**src/rtl/fetch_ctrl_pkg.sv**
```systemverilog
// Shared definitions for the fetch sequencer.
//   fetch_state_e : controller state encoding (BOOT, RUN, DRAIN, HALTED)
//   redir_src_e   : winning redirect source this cycle, kept for debug visibility
//   INSN_BYTES    : default sequential PC increment
package fetch_ctrl_pkg;

  typedef enum logic [1:0] {
    StBoot,
    StRun,
    StDrain,
    StHalted
  } fetch_state_e;

  typedef enum logic [1:0] {
    RedirNone,
    RedirTrap,
    RedirEx,
    RedirReplay
  } redir_src_e;

  localparam int unsigned INSN_BYTES = 4;

endpackage

```
**src/rtl/fetch_inflight_tracker.sv**
```systemverilog
// Outstanding-request and stale-response bookkeeping for the imem port.
//   clk, reset : clock, synchronous active-high reset
//   req_fire   : request accepted by imem this cycle
//   rsp_valid  : in-order response returned this cycle
//   redirect   : redirect or replay this cycle; everything in flight becomes stale
//   can_issue  : another request may be issued (outstanding < MAX_OUTST)
//   rsp_stale  : the response at the head of the stream must be discarded
//   idle       : nothing outstanding
module fetch_inflight_tracker #(
  parameter int unsigned MAX_OUTST = 2,
  parameter int unsigned CNT_W     = 2
) (
  input  logic clk,
  input  logic reset,
  input  logic req_fire,
  input  logic rsp_valid,
  input  logic redirect,
  output logic can_issue,
  output logic rsp_stale,
  output logic idle
);

  localparam logic [CNT_W-1:0] MaxOutst = CNT_W'(MAX_OUTST);

  logic [CNT_W-1:0] outst_cnt_q, outst_cnt_d;
  logic [CNT_W-1:0] drop_cnt_q, drop_cnt_d;
  logic             rsp_counted;

  // A response with nothing outstanding is a protocol error; counters stay at 0.
  assign rsp_counted = rsp_valid && (outst_cnt_q != '0);

  always_comb begin
    outst_cnt_d = outst_cnt_q;
    if (req_fire && !rsp_counted) begin
      outst_cnt_d = outst_cnt_q + 1'b1;
    end else if (!req_fire && rsp_counted) begin
      outst_cnt_d = outst_cnt_q - 1'b1;
    end

    drop_cnt_d = drop_cnt_q;
    if (redirect) begin
      // The response arriving alongside the redirect is itself discarded.
      drop_cnt_d = rsp_counted ? outst_cnt_q - 1'b1 : outst_cnt_q;
    end else if (rsp_valid && (drop_cnt_q != '0)) begin
      drop_cnt_d = drop_cnt_q - 1'b1;
    end
  end

  always_ff @(posedge clk) begin
    if (reset) begin
      outst_cnt_q <= '0;
      drop_cnt_q  <= '0;
    end else begin
      outst_cnt_q <= outst_cnt_d;
      drop_cnt_q  <= drop_cnt_d;
    end
  end

  assign can_issue = outst_cnt_q < MaxOutst;
  assign rsp_stale = drop_cnt_q != '0;
  assign idle      = outst_cnt_q == '0;

  rsp_no_underflow_a: assert property (@(posedge clk) disable iff (reset)
    !(rsp_valid && (outst_cnt_q == '0)));

  outst_in_range_a: assert property (@(posedge clk) disable iff (reset)
    outst_cnt_q <= MaxOutst);

endmodule

```
**src/rtl/fetch_ctrl.sv**
```systemverilog
// Fetch sequencer: drives the fetch PC adder operands, halt and restore_pc,
// arbitrates redirects (trap > EX redirect > replay > sequential), issues imem
// requests, filters stale responses and squashes IF/ID and ID/EX.
//   clk, reset                  : clock, synchronous active-high reset
//   pc                          : current fetch PC
//   imem_req_ready/valid        : imem request handshake (address is pc)
//   imem_rsp_valid              : in-order instruction response
//   stall_id                    : decode hazard stall
//   ex_redirect_valid/target    : branch/jump resolved in EX
//   trap_valid/vector           : exception/interrupt entry
//   replay_req                  : re-fetch the previous PC
//   halt_req/resume_req         : debug halt (level) / resume (pulse)
//   fetch_halt/fetch_restore_pc : fetch stage controls
//   load_pc_A/B                 : PC adder operands
//   if_id_valid                 : accepted, non-stale response this cycle
//   flush_if_id/flush_id_ex     : pipeline squashes
//   halted                      : controller is in HALTED
module fetch_ctrl #(
  parameter int unsigned WIDTH      = 32,
  parameter int unsigned MAX_OUTST  = 2,
  parameter int unsigned CNT_W      = 2,
  parameter int unsigned INSN_BYTES = fetch_ctrl_pkg::INSN_BYTES
) (
  input  logic             clk,
  input  logic             reset,
  input  logic [WIDTH-1:0] pc,
  input  logic             imem_req_ready,
  output logic             imem_req_valid,
  input  logic             imem_rsp_valid,
  input  logic             stall_id,
  input  logic             ex_redirect_valid,
  input  logic [WIDTH-1:0] ex_redirect_target,
  input  logic             trap_valid,
  input  logic [WIDTH-1:0] trap_vector,
  input  logic             replay_req,
  input  logic             halt_req,
  input  logic             resume_req,
  output logic             fetch_halt,
  output logic             fetch_restore_pc,
  output logic [WIDTH-1:0] load_pc_A,
  output logic [WIDTH-1:0] load_pc_B,
  output logic             if_id_valid,
  output logic             flush_if_id,
  output logic             flush_id_ex,
  output logic             halted
);

  import fetch_ctrl_pkg::*;

  fetch_state_e state_q, state_d;
  redir_src_e   redir_src;
  logic         active, redirect, req_fire;
  logic         can_issue, rsp_stale, idle;

  assign active = (state_q == StRun) || (state_q == StDrain);

  always_comb begin
    redir_src = RedirNone;
    if (active) begin
      if (trap_valid)             redir_src = RedirTrap;
      else if (ex_redirect_valid) redir_src = RedirEx;
      else if (replay_req)        redir_src = RedirReplay;
    end
  end

  assign redirect       = !reset && (redir_src != RedirNone);
  assign imem_req_valid = !reset && (state_q == StRun) && !stall_id && can_issue && !redirect;
  assign req_fire       = imem_req_valid && imem_req_ready;
  assign if_id_valid    = !reset && imem_rsp_valid && !rsp_stale && !redirect;

  fetch_inflight_tracker #(
    .MAX_OUTST(MAX_OUTST),
    .CNT_W    (CNT_W)
  ) u_tracker (
    .clk      (clk),
    .reset    (reset),
    .req_fire (req_fire),
    .rsp_valid(imem_rsp_valid),
    .redirect (redirect),
    .can_issue(can_issue),
    .rsp_stale(rsp_stale),
    .idle     (idle)
  );

  always_comb begin
    fetch_halt       = 1'b1;
    fetch_restore_pc = 1'b0;
    load_pc_A        = pc;
    load_pc_B        = '0;
    flush_if_id      = 1'b0;
    flush_id_ex      = 1'b0;
    halted           = 1'b0;
    unique case (state_q)
      StBoot: begin
        // Nothing valid in the pipeline yet.
        flush_if_id = 1'b1;
        flush_id_ex = 1'b1;
      end
      StRun, StDrain: begin
        unique case (redir_src)
          RedirTrap: begin
            fetch_halt  = 1'b0;
            load_pc_A   = trap_vector;
            flush_if_id = 1'b1;
            flush_id_ex = 1'b1;
          end
          RedirEx: begin
            fetch_halt  = 1'b0;
            load_pc_A   = ex_redirect_target;
            flush_if_id = 1'b1;
            flush_id_ex = 1'b1;
          end
          RedirReplay: begin
            fetch_halt       = 1'b0;
            fetch_restore_pc = 1'b1;
            flush_if_id      = 1'b1;
          end
          RedirNone: begin
            // Advance only when the request for the current PC is accepted.
            load_pc_B  = WIDTH'(INSN_BYTES);
            fetch_halt = !req_fire;
          end
        endcase
      end
      StHalted: begin
        halted = 1'b1;
      end
    endcase
    if (reset) begin
      fetch_halt       = 1'b1;
      fetch_restore_pc = 1'b0;
      load_pc_A        = '0;
      load_pc_B        = '0;
      flush_if_id      = 1'b1;
      flush_id_ex      = 1'b1;
      halted           = 1'b0;
    end
  end

  always_comb begin
    state_d = state_q;
    unique case (state_q)
      StBoot:   state_d = StRun;
      StRun:    if (halt_req) state_d = StDrain;
      StDrain:  if (idle && !imem_rsp_valid) state_d = StHalted;
      StHalted: if (resume_req) state_d = StRun;
    endcase
  end

  always_ff @(posedge clk) begin
    if (reset) state_q <= StBoot;
    else       state_q <= state_d;
  end

endmodule

```
**config.mk**
```make
export PLATFORM = sky130hd
export DESIGN_NAME = fetch_ctrl
export DESIGN_NICKNAME = d
export VERILOG_FILES = /design/src/rtl/fetch_ctrl_pkg.sv /design/src/rtl/fetch_inflight_tracker.sv /design/src/rtl/fetch_ctrl.sv
export SDC_FILE = /design/constraint.sdc
export NUM_CORES = 1
export LEC_CHECK = 0
export CAP_MARGIN = 10
export CORE_MARGIN = 4
export CORE_UTILIZATION = 28
export DETAILED_ROUTE_END_ITERATION = 8
export GPL_TIMING_DRIVEN = 1
export MAX_ROUTING_LAYER = met4
export PLACE_DENSITY = 0.94
export SYNTH_ARGS = -nofsm -noshare
export SYNTH_HDL_FRONTEND = slang
export SYNTH_SLANG_ARGS = --single-unit
export TNS_END_PERCENT = 1
```
**constraint.sdc**
```tcl
create_clock -name clk -period 3 [get_ports clk]
set_input_delay 0.3 -clock clk [delete_from_list [all_inputs] [get_ports clk]]
set_output_delay 0.3 -clock clk [all_outputs]
set_load 0.005 [all_outputs]
```
Yosys cells after proc, flatten, opt, wreduce, memory -nomap -nowiden
Index checks and enable logic that the tools add are counted.
Widths: inputs -> output; s select.
{ "word_totals": {"ff_bits": 6, "in_bits": 106, "out_inout_bits": 71, "word_cells": 83} }
{ "op_classes": {"addsub": 3, "magnitude_cmp": 1, "eq_ne": 9, "mux": 33, "reduce_logical": 34} }
{ "op_table": {"columns": ["op", "n"], "rows": [
  ["$mux 32", 3],
  ["$pmux 32 s2", 1],
  ["$mux 2", 12],
  ["$logic_and 1x1->1", 14],
  ["$mux 1", 11],
  ["$reduce_bool 2->1", 5],
  ["$eq 2x2->1 const B", 4],
  ["$pmux 2 s4", 1],
  ["$logic_not 1->1", 7],
  ["$logic_not 2->1", 3],
  ["$mux 3", 2],
  ["$pmux 1 s2", 3],
  ["$eq 2x1->1 const B", 2],
  ["$ne 2x2->1 const B", 2],
  ["$reduce_or 2->1", 2],
  ["$sub 2x1->2 const B", 2],
  ["$reduce_and 3->1", 1],
  ["$reduce_or 3->1", 1],
  ["$add 2x1->2 const B", 1],
  ["$lt 2x2->1 const B", 1],
  ["$ne 2x1->1 const B", 1],
  ["$logic_or 1x1->1", 1]
]} }

Depth between registers and ports, before layout
Gate-level depths: netlist of the first run.
{ "logic_depth": {"ltp_word": 13, "mapped_depth": 12, "depth_no_buf": 12} }

By module
From an unflattened synthesis of the first run, not the netlist that was laid out.
{ "hier_totals": {"cells_unflattened": 221, "hier_area_um2": 1655.3} }
{ "by_module_without_submodules": {"columns": ["mod", "instances", "cells_each", "area_each_um2", "seq_area_each_um2"], "rows": [
  ["fetch_ctrl", 1, 191, 1383.8, 40.0],
  ["fetch_inflight_tracker", 1, 30, 271.5, 80.1]
]} }

Worst setup path after synthesis of the first run
No wires, ideal clock.
{ "synth_path": {"path_kind": "reg-to-reg", "startpoint": "register state_q[0]", "endpoint": "register u_tracker.outst_cnt_q[1]", "arrival_time_ps": 2204, "t_required_ps": 2872, "slack_ps": 669, "stages_incl_launch_ff": 12, "n_path_buf": 0, "period_less_slack_ps": 2331, "path_cell_list": "dfxtp_1 inv_1 ha_1 o21a_1 inv_1 ha_1 nand2b_1 nor4b_2 and2_1 ha_1 mux2i_1 nor2_1"} }
{ "synth_via": {"elab_chain_cells": 11, "elab_cells_between_ends": 17, "cone_classes": "2 x eq/ne; 2 x mux; 13 x reduce/logical"} }
{ "synth_lines": {"columns": ["item", "line_no", "rtl"], "rows": [
  ["from (decl)", "fetch_ctrl.sv:50", "fetch_state_e state_q, state_d;"],
  ["from (signal assigned)", "fetch_ctrl.sv:151", "if (reset) state_q <= StBoot;"],
  ["from (signal assigned)", "fetch_ctrl.sv:152", "else state_q <= state_d;"],
  ["$eq 2x1->1 / $eq 2x2->1 (equally long branches)", "fetch_ctrl.sv:55, fetch_ctrl.sv:67", null],
  ["$logic_or 1x1->1", "fetch_ctrl.sv:55", "assign active = (state_q == StRun) || (state_q == StDrain);"],
  ["$mux 2", "fetch_ctrl.sv:59", "if (active) begin"],
  ["$reduce_bool 2->1", "fetch_ctrl.sv:66", "assign redirect = !reset && (redir_src != RedirNone);"],
  ["$logic_and 1x1->1", "fetch_ctrl.sv:66", null],
  ["$logic_not 1->1", "fetch_ctrl.sv:67", "assign imem_req_valid = !reset && (state_q == StRun) && !stall_id && can_issue && !redirect;"],
  ["$logic_and 1x1->1 *", "fetch_ctrl.sv:67", null],
  ["named net imem_req_valid", "fetch_ctrl.sv:28", "output logic imem_req_valid,"],
  ["$logic_and 1x1->1 *", "fetch_ctrl.sv:68", "assign req_fire = imem_req_valid && imem_req_ready;"],
  ["$logic_not 1->1", "fetch_inflight_tracker.sv:36", "end else if (!req_fire && rsp_counted) begin"],
  ["$logic_and 1x1->1", "fetch_inflight_tracker.sv:36", null],
  ["$reduce_bool 2->1 (no line)", null, null],
  ["to (signal assigned)", "fetch_inflight_tracker.sv:54", "outst_cnt_q <= outst_cnt_d;"],
  ["to (decl)", "fetch_inflight_tracker.sv:25", "logic [CNT_W-1:0] outst_cnt_q, outst_cnt_d;"]
]} }
Mark *: on every way through the listed nets, which the timed path passes. The rest lies on a longest branch.
A chain may end at the register's enable or synchronous reset.

Final worst setup path of the first run
{ "layout_path": {"startpoint": "input replay_req", "endpoint": "output fetch_halt"} }
{ "layout_via": {"elab_chain_cells": 13, "elab_cells_between_ends": 18, "cone_classes": "3 x eq/ne; 7 x mux; 8 x reduce/logical"} }
{ "layout_lines": {"columns": ["item", "line_no", "rtl"], "rows": [
  ["from (decl)", "fetch_ctrl.sv:35", "input logic replay_req,"],
  ["$mux 2 *", "fetch_ctrl.sv:62", "else if (replay_req) redir_src = RedirReplay;"],
  ["$mux 2 *", "fetch_ctrl.sv:61", "else if (ex_redirect_valid) redir_src = RedirEx;"],
  ["$mux 2 *", "fetch_ctrl.sv:60", "if (trap_valid) redir_src = RedirTrap;"],
  ["$mux 2 *", "fetch_ctrl.sv:59", null],
  ["$reduce_bool 2->1", "fetch_ctrl.sv:66", null],
  ["$logic_and 1x1->1", "fetch_ctrl.sv:66", null],
  ["$logic_not 1->1", "fetch_ctrl.sv:67", null],
  ["$logic_and 1x1->1", "fetch_ctrl.sv:67", null],
  ["$logic_and 1x1->1", "fetch_ctrl.sv:68", null],
  ["$logic_not 1->1", "fetch_ctrl.sv:121", "fetch_halt = !req_fire;"],
  ["$pmux 1 s2 *", "fetch_ctrl.sv:100", "unique case (redir_src)"],
  ["$mux 1 *", "fetch_ctrl.sv:93", "unique case (state_q)"],
  ["$mux 1 *", "fetch_ctrl.sv:129", "if (reset) begin"],
  ["to (decl)", "fetch_ctrl.sv:38", "output logic fetch_halt,"]
]} }
Every way passes the cells marked *; elsewhere a longest branch is shown, timed or not.

==> out/results.txt, run 1 <==
Status -> finished clean
Total wire length -> 6270 um
Switching Fraction -> 0.437
CP Capture Type -> primary output
Synthesized cell area -> 1520 um^2
Chip width -> 81.8 um
Die Y -> 81.8 um
GRT overflow -> 0
Combinational share of power -> 0.845
Final Cycle Share -> 0.937
Peak supply drop -> 0.287 mV
Sequential power share -> 0.084
NetSw -> 0.000767 W
Yosys warns -> 0
Sequential area share after synthesis -> 0.0788
GRT Util Overall -> 0.170
Global-route wire length before repair -> 8780 um
Fin. Hold Viols -> 0
Power Internal -> 0.000989 W
Cts hold-fix bufs -> 0
Critical path type -> input port to primary output
Post-route insts no fill -> 426
Starting Density -> 0.293
CP max FO -> 4
Pwr Density -> 579 nW/um^2
Crit start category -> input port
Nets@finish -> 476
Fin area -> 3030 um^2
Seq cells post-synth -> 6
TritonCTS Buffers -> 3
Netlist cell types -> 31
Final-report max-slew violation count -> 0
CTS H-tree lvls -> 1
Final TNS setup -> 0 ps
ANT nets after route -> 0
GPL Wtd Cong -> 0.740
Critical Path AT -> 2510 ps
Dpl cells -> 422
Postcts setup bufs -> 0
WP data required -> 2700 ps
Clock Skews -> 5.96 ps
Avg Vias per Cell -> 4.78
I/O Pins -> 177
Routed wire per std cell -> 14.7 um
Clk pin slew, worst setup/hold paths -> 40 ps
Row cnt -> 26
Die area -> 6690 um^2
Setup violations, final -> 0
Antenna violations before repair -> 0
Filler Cell Count -> 463
Placed cell area -> 2970 um^2
Clock share of power -> 0.071
Root buffer cell -> clkbuf_8
Share of cells above drive strength 1 -> 0.0618
Tot Pwr -> 0.00176 W
Worst-Skew Late Latency -> 230 ps
CTS tree -> done
Commonest non-fill, non-tap cells in the layout -> clkdlybuf4s50_1 (112), nor2_1 (41), a22oi_1 (32), a211oi_1 (31), conb_1 (31)
Hold Path Class -> register to register
Count of input and output buffers -> 145
Iteration-0 DRC Markers -> 54
Final HPWL DP -> 5070 um
Max Fclk -> 356 MHz
Ant diodes -> 0
Largest net degree at the start of global routing -> 38
Final Critical Period -> 2810 ps
Most common cell after layout, fill and taps aside -> clkdlybuf4s50_1
Residual DRC -> 0
Total core area -> 5200 um^2
Hold Slack -> 506 ps
Routed via count -> 2036
Leak -> 1.30 nW
DRT Pass-1 Iters -> 4
CTS max path bufs -> 2
Syn Inst Count -> 218
Vias in the first global route -> 1907
Max Cap Violations -> 0
P&R area growth vs syn -> 98.9%
Clock sink total -> 6
RSZ-0062 raised after global routing -> false
Synth Area per Inst -> 6.99 um^2
[flip-flops by register name (all words and copies together) (netlist names)]
| name | cells |
|---|---|
| state_q | 2 |
| u_tracker.outst_cnt_q | 2 |
| u_tracker.drop_cnt_q | 2 |
[per-stage QoR]
stage          worst slack, ps   util
6_report                   189  0.582
5_1_grt                   15.3  0.582
4_1_cts                   1.98  0.573
3_5_place_dp              9.06  0.570
3_3_place_gp              56.1  0.570
2_1_floorplan              669      -
[layer usage]
| layer | wire (um) | share of wire | vias up | track usage |
|---|---|---|---|---|
| met5 | 0 | 0 | - | - |
| met4 | 89 | 0.014 | 0 | 0.0482 |
| met3 | 403 | 0.064 | 10 | 0.0241 |
| met2 | 3420 | 0.55 | 104 | 0.312 |
| met1 | 2360 | 0.38 | 925 | 0.191 |
| li1 | - | - | 997 | - |
[area by class of cell]
class	instances	area (um^2)	area share
multi-input cells	181	1170	0.387
well taps	70	87.6	0.0289
flip-flops and latches	6	123	0.0405
clock buffers	3	41.3	0.0136
inverters	12	45.0	0.0149
repair buffers	154	1560	0.515
[synthesized netlist by cell type]
master / number / area (um^2)
inv_1: 12 / 45.0
xor2_1: 1 / 8.76
buf_1: 1 / 3.75
o32ai_1: 1 / 8.76
a21oi_1: 1 / 5.00
a22oi_1: 32 / 240
ha_1: 12 / 150
o211ai_1: 1 / 7.51
mux2_2: 2 / 22.5
nand2_1: 1 / 3.75
a222oi_1: 1 / 10.0
conb_1: 1 / 3.75
a31oi_1: 1 / 6.26
o21a_1: 1 / 7.51
a211oi_1: 32 / 240
buf_4: 34 / 255
o21bai_1: 2 / 15.0
or2_2: 1 / 6.26
mux2i_1: 2 / 20.0
nor4b_2: 1 / 15.0
xnor2_1: 3 / 26.3
and2b_1: 1 / 7.51
nor2b_1: 4 / 25.0
dfxtp_1: 6 / 120
nand2b_1: 4 / 25.0
or2b_1: 1 / 7.51
o22ai_1: 1 / 6.26
buf_2: 5 / 25.0
nor2_1: 41 / 154
and2_1: 3 / 18.8
clkbuf_1: 9 / 33.8
[worst max-delay path: stages]
cell	delay [ps]
clkdlybuf4s50_1	430
nor2b_1	150
o21a_1	180
buf_4	140
inv_1	70
ha_1	210
nand2b_1	140
nor4b_2	300
a31oi_1	130
clkdlybuf4s50_1	450
[path summary, 6_finish.rpt]
path / startpoint / to / slack, ps / cells after the start
hold / removal: u_tracker.outst_cnt_q[0]$_SDFFE_PP0P_ / u_tracker.outst_cnt_q[0]$_SDFFE_PP0P_ / 510 / 2
hold reg to reg: u_tracker.outst_cnt_q[0]$_SDFFE_PP0P_ / u_tracker.outst_cnt_q[0]$_SDFFE_PP0P_ / 510 / 2
setup / recovery: replay_req / fetch_halt / 190 / 10
setup reg to reg: state_q[1]$_SDFFE_PP0P_ / u_tracker.outst_cnt_q[1]$_SDFFE_PP0P_ / 560 / 12
[repair_timing]
| item | CTS | global route |
|---|---|---|
| resized for setup | 32 | 7 |
| setup endpoints to repair | 32 | 6 |
| cloned | 0 | 1 |
[power by group through the flow]
| stage | registers, W | clock network [W] | logic (W) |
|---|---|---|---|
| floorplan | 0.000139 | 0 | 0.000846 |
| global placement | 0.000143 | 0 | 0.00148 |
| detailed placement | 0.000145 | 0 | 0.00151 |
| CTS | 0.000146 | 0.000127 | 0.00144 |
| global route | 0.000150 | 0.000132 | 0.00164 |
| finish | 0.000147 | 0.000124 | 0.00148 |
[cells by family after synthesis]
kind of cell,count (synthesis),share of synthesized area
xor gates and xnor gates,4,0.0230
muxes,4,0.0279
AOI/OAI and AO/OA,73,0.359
DFF,6,0.0788
buffers and inverters,61,0.238
and+or+nand+nor,57,0.172
other,1,0.00246
adders and majority gates,12,0.0985
Power figures use the tool's default switching activity.
==> run 2, diff against run 1 <==
- SKIP_CTS_REPAIR_TIMING: not set -> 1
==> out/results.txt, run 2 (same netlist as run 1, synthesis figures left out) <==
Sequential power share -> 0.082 (-0.002)
Final-report max-slew violation count -> 0 (unchanged)
R2R setup slack -> 520 ps (-40 ps)
Placed cell area -> 2970 um^2 (unchanged)
Max Cap Violations -> 0 (unchanged)
Vias in the first global route -> 1887 (-1.0%)
WP data required -> 2700 ps (about the same)
Worst-Skew Late Latency -> 230 ps (about the same)
ANT nets after route -> 0 (unchanged)
Post-place setup slack -> 9.06 ps (unchanged)
Share of cells above drive strength 1 -> 0.0648 (+0.00299)
Crit start category -> register
Clock sink total -> 6 (unchanged)
Count of input and output buffers -> 145 (unchanged)
Final worst slack -> 155 ps (-33.5 ps)
CP max FO -> 37 (+33)
Residual DRC -> 0 (unchanged)
Global-route wire length before repair -> 8780 um (unchanged)
CTS max path bufs -> 2 (unchanged)
Final Critical Period -> 2840 ps (+33.5 ps)
Antenna violations before repair -> 0 (unchanged)
Pwr Density -> 566 nW/um^2 (-2.2%)
Ant diodes -> 0 (unchanged)
Reg2Reg Capture Point -> u_tracker.outst_cnt_q[1]$_SDFFE_PP0P_
GRT overflow -> 0 (unchanged)
Critical Path AT -> 2540 ps (+30 ps)
Largest net degree at the start of global routing -> 38 (unchanged)
CP Capture Type -> primary output
Filler Cell Count -> 442 (-4.5%)
Final Core Density -> 0.600 (+0.0183)
Clk pin slew, worst setup/hold paths -> 40 ps (about the same)
Max Fclk -> 352 MHz (-1.2%)
P&R area growth vs syn -> 105%
Setup violations, final -> 0 (unchanged)
Die area -> 6690 um^2 (unchanged)
I/O Pins -> 177 (unchanged)
CTS H-tree lvls -> 1 (unchanged)
Fin area -> 3130 um^2 (+3.1%)
Critical path type -> register to primary output
Final HPWL DP -> 5070 um (unchanged)
HP Start -> u_tracker.outst_cnt_q[0]$_SDFFE_PP0P_
Power Internal -> 0.00101 W (+1.9%)
Hold Path Class -> register to register
Final Cycle Share -> 0.948 (+0.0112)
Row cnt -> 26 (unchanged)
Iteration-0 DRC Markers -> 49 (-9.3%)
Hold endpoint -> u_tracker.outst_cnt_q[0]$_SDFFE_PP0P_
Multi-input gate area -> 1190 um^2 (+1.2%)
Reg2Reg Launch Point -> state_q[0]$_SDFFE_PP0P_
Routed wire per std cell -> 14.7 um (-0.29%)
Worst Hold Depth -> 2 (unchanged)
CTS tree -> done
DRT Pass-1 Iters -> 4 (unchanged)
Nets@finish -> 475 (-0.21%)
Register area -> 123 um^2 (unchanged)
Clock Skews -> 5.77 ps (-0.195 ps)
GRT Util Overall -> 0.171 (+0.000273)
Avg Vias per Cell -> 4.74 (-0.80%)
Total core area -> 5200 um^2 (unchanged)
Combinational share of power -> 0.847 (+0.002)
Routed via count -> 2015 (-1.0%)
Largest registers -> state_q x2, u_tracker.drop_cnt_q x2, u_tracker.outst_cnt_q x2
Clock share of power -> 0.070 (about the same)
RSZ-0062 raised after global routing -> false
Status -> finished clean
Die Y -> 81.8 um (unchanged)
Most common cell after layout, fill and taps aside -> clkdlybuf4s50_1
Fin. Hold Viols -> 0 (unchanged)
Dpl cells -> 422 (unchanged)
Commonest non-fill, non-tap cells in the layout -> clkdlybuf4s50_1 (113), nor2_1 (41), a22oi_1 (32), dlymetal6s2s_1 (32), conb_1 (31)
Total wire length -> 6240 um (-0.53%)
NetSw -> 0.000763 W (-0.47%)
Chip width -> 81.8 um (unchanged)
Root buffer cell -> clkbuf_8
Switching Fraction -> 0.431 (-0.00569)
Beginning of the critical path -> state_q[0]$_SDFFE_PP0P_
Post-route insts no fill -> 425 (-0.23%)
GPL Wtd Cong -> 0.740 (unchanged)
Tot Pwr -> 0.00177 W (+0.85%)
Leak -> 1.61 nW (+23%)
Worst reg2reg path depth -> 12 (unchanged)
Starting Density -> 0.293 (unchanged)
Peak supply drop -> 0.280 mV (-2.4%)
TritonCTS Buffers -> 3 (unchanged)
-- run 2: cell types whose count changed in the layout (fill, tap and decap cells not counted) --
| cell | previous run | this run |
|---|---|---|
| a211oi_1 | 31 | 28 |
| a211oi_2 | 1 | 4 |
| and2b_2 | 0 | 1 |
| inv_1 | 11 | 12 |
| dlymetal6s2s_1 | 4 | 32 |
| dlygate4sd2_1 | 29 | 0 |
| and2b_4 | 1 | 0 |
| clkdlybuf4s50_1 | 112 | 113 |
| inv_2 | 1 | 0 |
| clkbuf_16 | 1 | 0 |
-- run 2: how the worst max path moves through the flow --
stage                                             to  slack (ps)  cells after the start
4_1_cts                                load_pc_A[22]        -140                      9
3_5_place_dp                           load_pc_A[16]           9                      9
3_3_place_gp                            load_pc_A[0]          60                      9
5_1_grt                                   fetch_halt         0.7                     10
2_1_floorplan  u_tracker.outst_cnt_q[1]$_SDFFE_PP0P_         670                     11
6_report                                 flush_id_ex         160                      9
-- run 2: power groups by stage --
stage	Clock (W)	Sequential, W	Combinational (W)
2_1_floorplan	0	0.000139	0.000846
3_3_place_gp	0	0.000143	0.00148
3_5_place_dp	0	0.000145	0.00151
4_1_cts	0.000127	0.000144	0.00152
5_1_grt	0.000132	0.000149	0.00165
6_report	0.000124	0.000146	0.00150
-- run 2: metrics by stage --
step | setup TNS [ps] | hold slack [ps]
final | 0 | 506
after global routing | 0 | 534
after detailed placement | 0 | 503
after floorplan | 0 | 479
after global placement | 0 | 494
after CTS | -2800 | 515
-- run 2: cell type report --
type	instances	share of cell area
timing repair buffer	153	0.525
inverter	12	0.0144
sequential	6	0.0392
clock buffer	3	0.0132
tap	70	0.0280
multi-input combinational	181	0.380
-- run 2: metal layers --
metal,part of all wire,track usage,vias to the layer above,routed length [um]
met5,0,-,-,0
met4,0.014,0.0482,0,90
met3,0.065,0.0241,10,405
met2,0.55,0.317,94,3450
met1,0.37,0.188,914,2290
li1,-,-,997,-
-- run 2: critical path: stages (launching register included) --
cell	delay [ps]
dfxtp_2	350
inv_1	100
ha_4	290
o211ai_1	120
ha_1	290
and2b_2	270
buf_12	200
nor2_1	70
o21bai_1	110
clkdlybuf4s50_1	510
==> run 3, diff against run 2 <==
- CORE_MARGIN: 4 -> 5
==> out/results.txt, run 3 (same netlist as run 1, synthesis figures left out) <==
Post-route insts no fill -> 427 (+0.47%)
Ant diodes -> 0 (unchanged)
Beginning of the critical path -> state_q[0]$_SDFFE_PP0P_
R2R setup slack -> 540 ps (+20 ps)
Most common cell after layout, fill and taps aside -> clkdlybuf4s50_1
RSZ-0062 raised after global routing -> false
NetSw -> 0.000775 W (+1.6%)
Final Cycle Share -> 0.927 (-0.0208)
Met2 wire length -> 3650 um (+5.8%)
Share of cells above drive strength 1 -> 0.0616 (-0.00316)
Power Internal -> 0.000993 W (-1.4%)
Commonest non-fill, non-tap cells in the layout -> clkdlybuf4s50_1 (112), nor2_1 (41), dlymetal6s2s_1 (33), a22oi_1 (32), conb_1 (31)
Routed wire per std cell -> 15.3 um (+4.6%)
Setup violations, final -> 0 (unchanged)
ANT nets after route -> 0 (unchanged)
Worst-Skew Late Latency -> 220 ps (about the same)
CP max FO -> 4 (-89%)
Total wire length -> 6550 um (+5.1%)
Max Used Layer -> met4
I/O Pins -> 177 (unchanged)
Count of input and output buffers -> 145 (unchanged)
Final HPWL DP -> 5450 um (+7.5%)
Max Fclk -> 359 MHz (+2.2%)
Residual DRC -> 0 (unchanged)
Die Y -> 83.8 um (+2.4%)
WL met3 -> 493 um (+22%)
Combinational share of power -> 0.849 (+0.002)
GRT overflow -> 0 (unchanged)
Slowest CP cell -> clkdlybuf4s50_1
Switching Fraction -> 0.439 (+0.00744)
Clock sink total -> 6 (unchanged)
P&R area growth vs syn -> 105%
Global-route wire length before repair -> 10100 um (+15%)
Final Core Density -> 0.599 (-0.00120)
Max Cap Violations -> 0 (unchanged)
Reg2Reg Launch Point -> state_q[0]$_SDFFE_PP0P_
Critical path type -> register to primary output
Die area -> 7020 um^2 (+5.0%)
TritonCTS Buffers -> 3 (unchanged)
Final Critical Period -> 2780 ps (-62.3 ps)
DRT Pass-1 Iters -> 4 (unchanged)
Avg Vias per Cell -> 4.76 (+0.37%)
WP data required -> 2700 ps (about the same)
Sequential power share -> 0.082 (about the same)
Final TNS setup -> 0 ps (unchanged)
Largest registers -> state_q x2, u_tracker.drop_cnt_q x2, u_tracker.outst_cnt_q x2
Hold Path Class -> register to register
Met1 WL -> 2290 um (about the same)
Placed cell area -> 2960 um^2 (-0.34%)
CTS tree -> done
Root buffer cell -> clkbuf_8
Pwr Density -> 567 nW/um^2 (about the same)
Fin. Hold Viols -> 0 (unchanged)
Dpl cells -> 424 (+0.47%)
Worst reg2reg path depth -> 11 (-1)
CTS H-tree lvls -> 1 (unchanged)
Max incr delay on CP -> 450 ps (-60 ps)
Antenna violations before repair -> 0 (unchanged)
Leak -> 1.61 nW (+0.50%)
Hold Slack -> 505 ps (-1.39 ps)
Peak supply drop -> 0.268 mV (-4.5%)
GPL Wtd Cong -> 0.772 (+4.4%)
Vias in the first global route -> 2114 (+12%)
Status -> finished clean
Largest net degree at the start of global routing -> 38 (unchanged)
Filler Cell Count -> 438 (-0.90%)
Routed via count -> 2032 (+0.84%)
Iteration-0 DRC Markers -> 47 (-4.1%)
Total core area -> 5200 um^2 (unchanged)
Crit start category -> register
GRT Util Overall -> 0.176 (+0.00572)
Clock Skews -> 2.05 ps (-3.71 ps)
Chip width -> 83.8 um (+2.4%)
HP Start -> state_q[1]$_SDFFE_PP0P_
Clk pin slew, worst setup/hold paths -> 30 ps (about the same)
Nets@finish -> 477 (+0.42%)
Worst Hold Depth -> 2 (unchanged)
Clock share of power -> 0.069 (about the same)
Starting Density -> 0.293 (unchanged)
Row cnt -> 26 (unchanged)
Critical Path AT -> 2480 ps (-60 ps)
Fin area -> 3120 um^2 (-0.20%)
CTS max path bufs -> 2 (unchanged)
Critical Path, Cell by Cell -> inv_1 -> ha_4 -> o211ai_1 -> buf_4 -> ha_1 -> nand2b_1 -> nor4b_4 -> a31oi_1 -> clkdlybuf4s50_1
CP Capture Type -> primary output
Final-report max-slew violation count -> 0 (unchanged)
-- run 3: changes by cell type in the layout (fill, tap and decap cells not counted), moves of 2 or more --
cell,before,now
a211oi_1,28,30
a211oi_2,4,2
buf_12,4,2
buf_4,4,7
-- run 3: through the flow --
| stage | power (W) | setup slack, ps |
|---|---|---|
| after floorplan | 0.000985 | 669 |
| after global placement | 0.00161 | 25.3 |
| after detailed placement | 0.00165 | 3.22 |
| after CTS | 0.00179 | -189 |
| after global routing | 0.00194 | 40.2 |
| final | 0.00177 | 218 |
-- run 3: critical path, delay by kind of cell (launching register included) --
kind            cells  cell delay [ps]
fa+ha+maj           2              480
simple gates        2              430
buf+inv             3              730
flops               1              370
compound gates      2              240
-- run 3: power by group through the flow --
| stage | Combinational, W | Sequential (W) | Clock (W) |
|---|---|---|---|
| after floorplan | 0.000846 | 0.000139 | 0 |
| after global placement | 0.00147 | 0.000142 | 0 |
| after detailed placement | 0.00151 | 0.000144 | 0 |
| after CTS | 0.00152 | 0.000143 | 0.000125 |
| after global routing | 0.00166 | 0.000149 | 0.000130 |
| final | 0.00150 | 0.000146 | 0.000121 |
-- run 3: final cells by class --
class                      instances  area, um^2  area share
clock buffer                       3        41.3      0.0132
multi-input combinational        181        1190       0.380
inverter                          12        45.0      0.0144
timing repair buffer             155        1640       0.525
sequential                         6         121      0.0389
tap                               70        87.6      0.0281
-- run 3: layer usage --
layer,vias to the layer above,track usage
met5,-,-
met4,0,0.0497
met3,14,0.0346
met2,106,0.336
met1,909,0.182
li1,1003,-
-- run 3: worst paths after layout --
| check | end |
|---|---|
| worst min-delay path | state_q[1]$_SDFFE_PP0P_ |
| worst max-delay path | fetch_halt |
| worst max register to register | u_tracker.outst_cnt_q[1]$_SDFFE_PP0P_ |
| worst min register to register | state_q[1]$_SDFFE_PP0P_ |
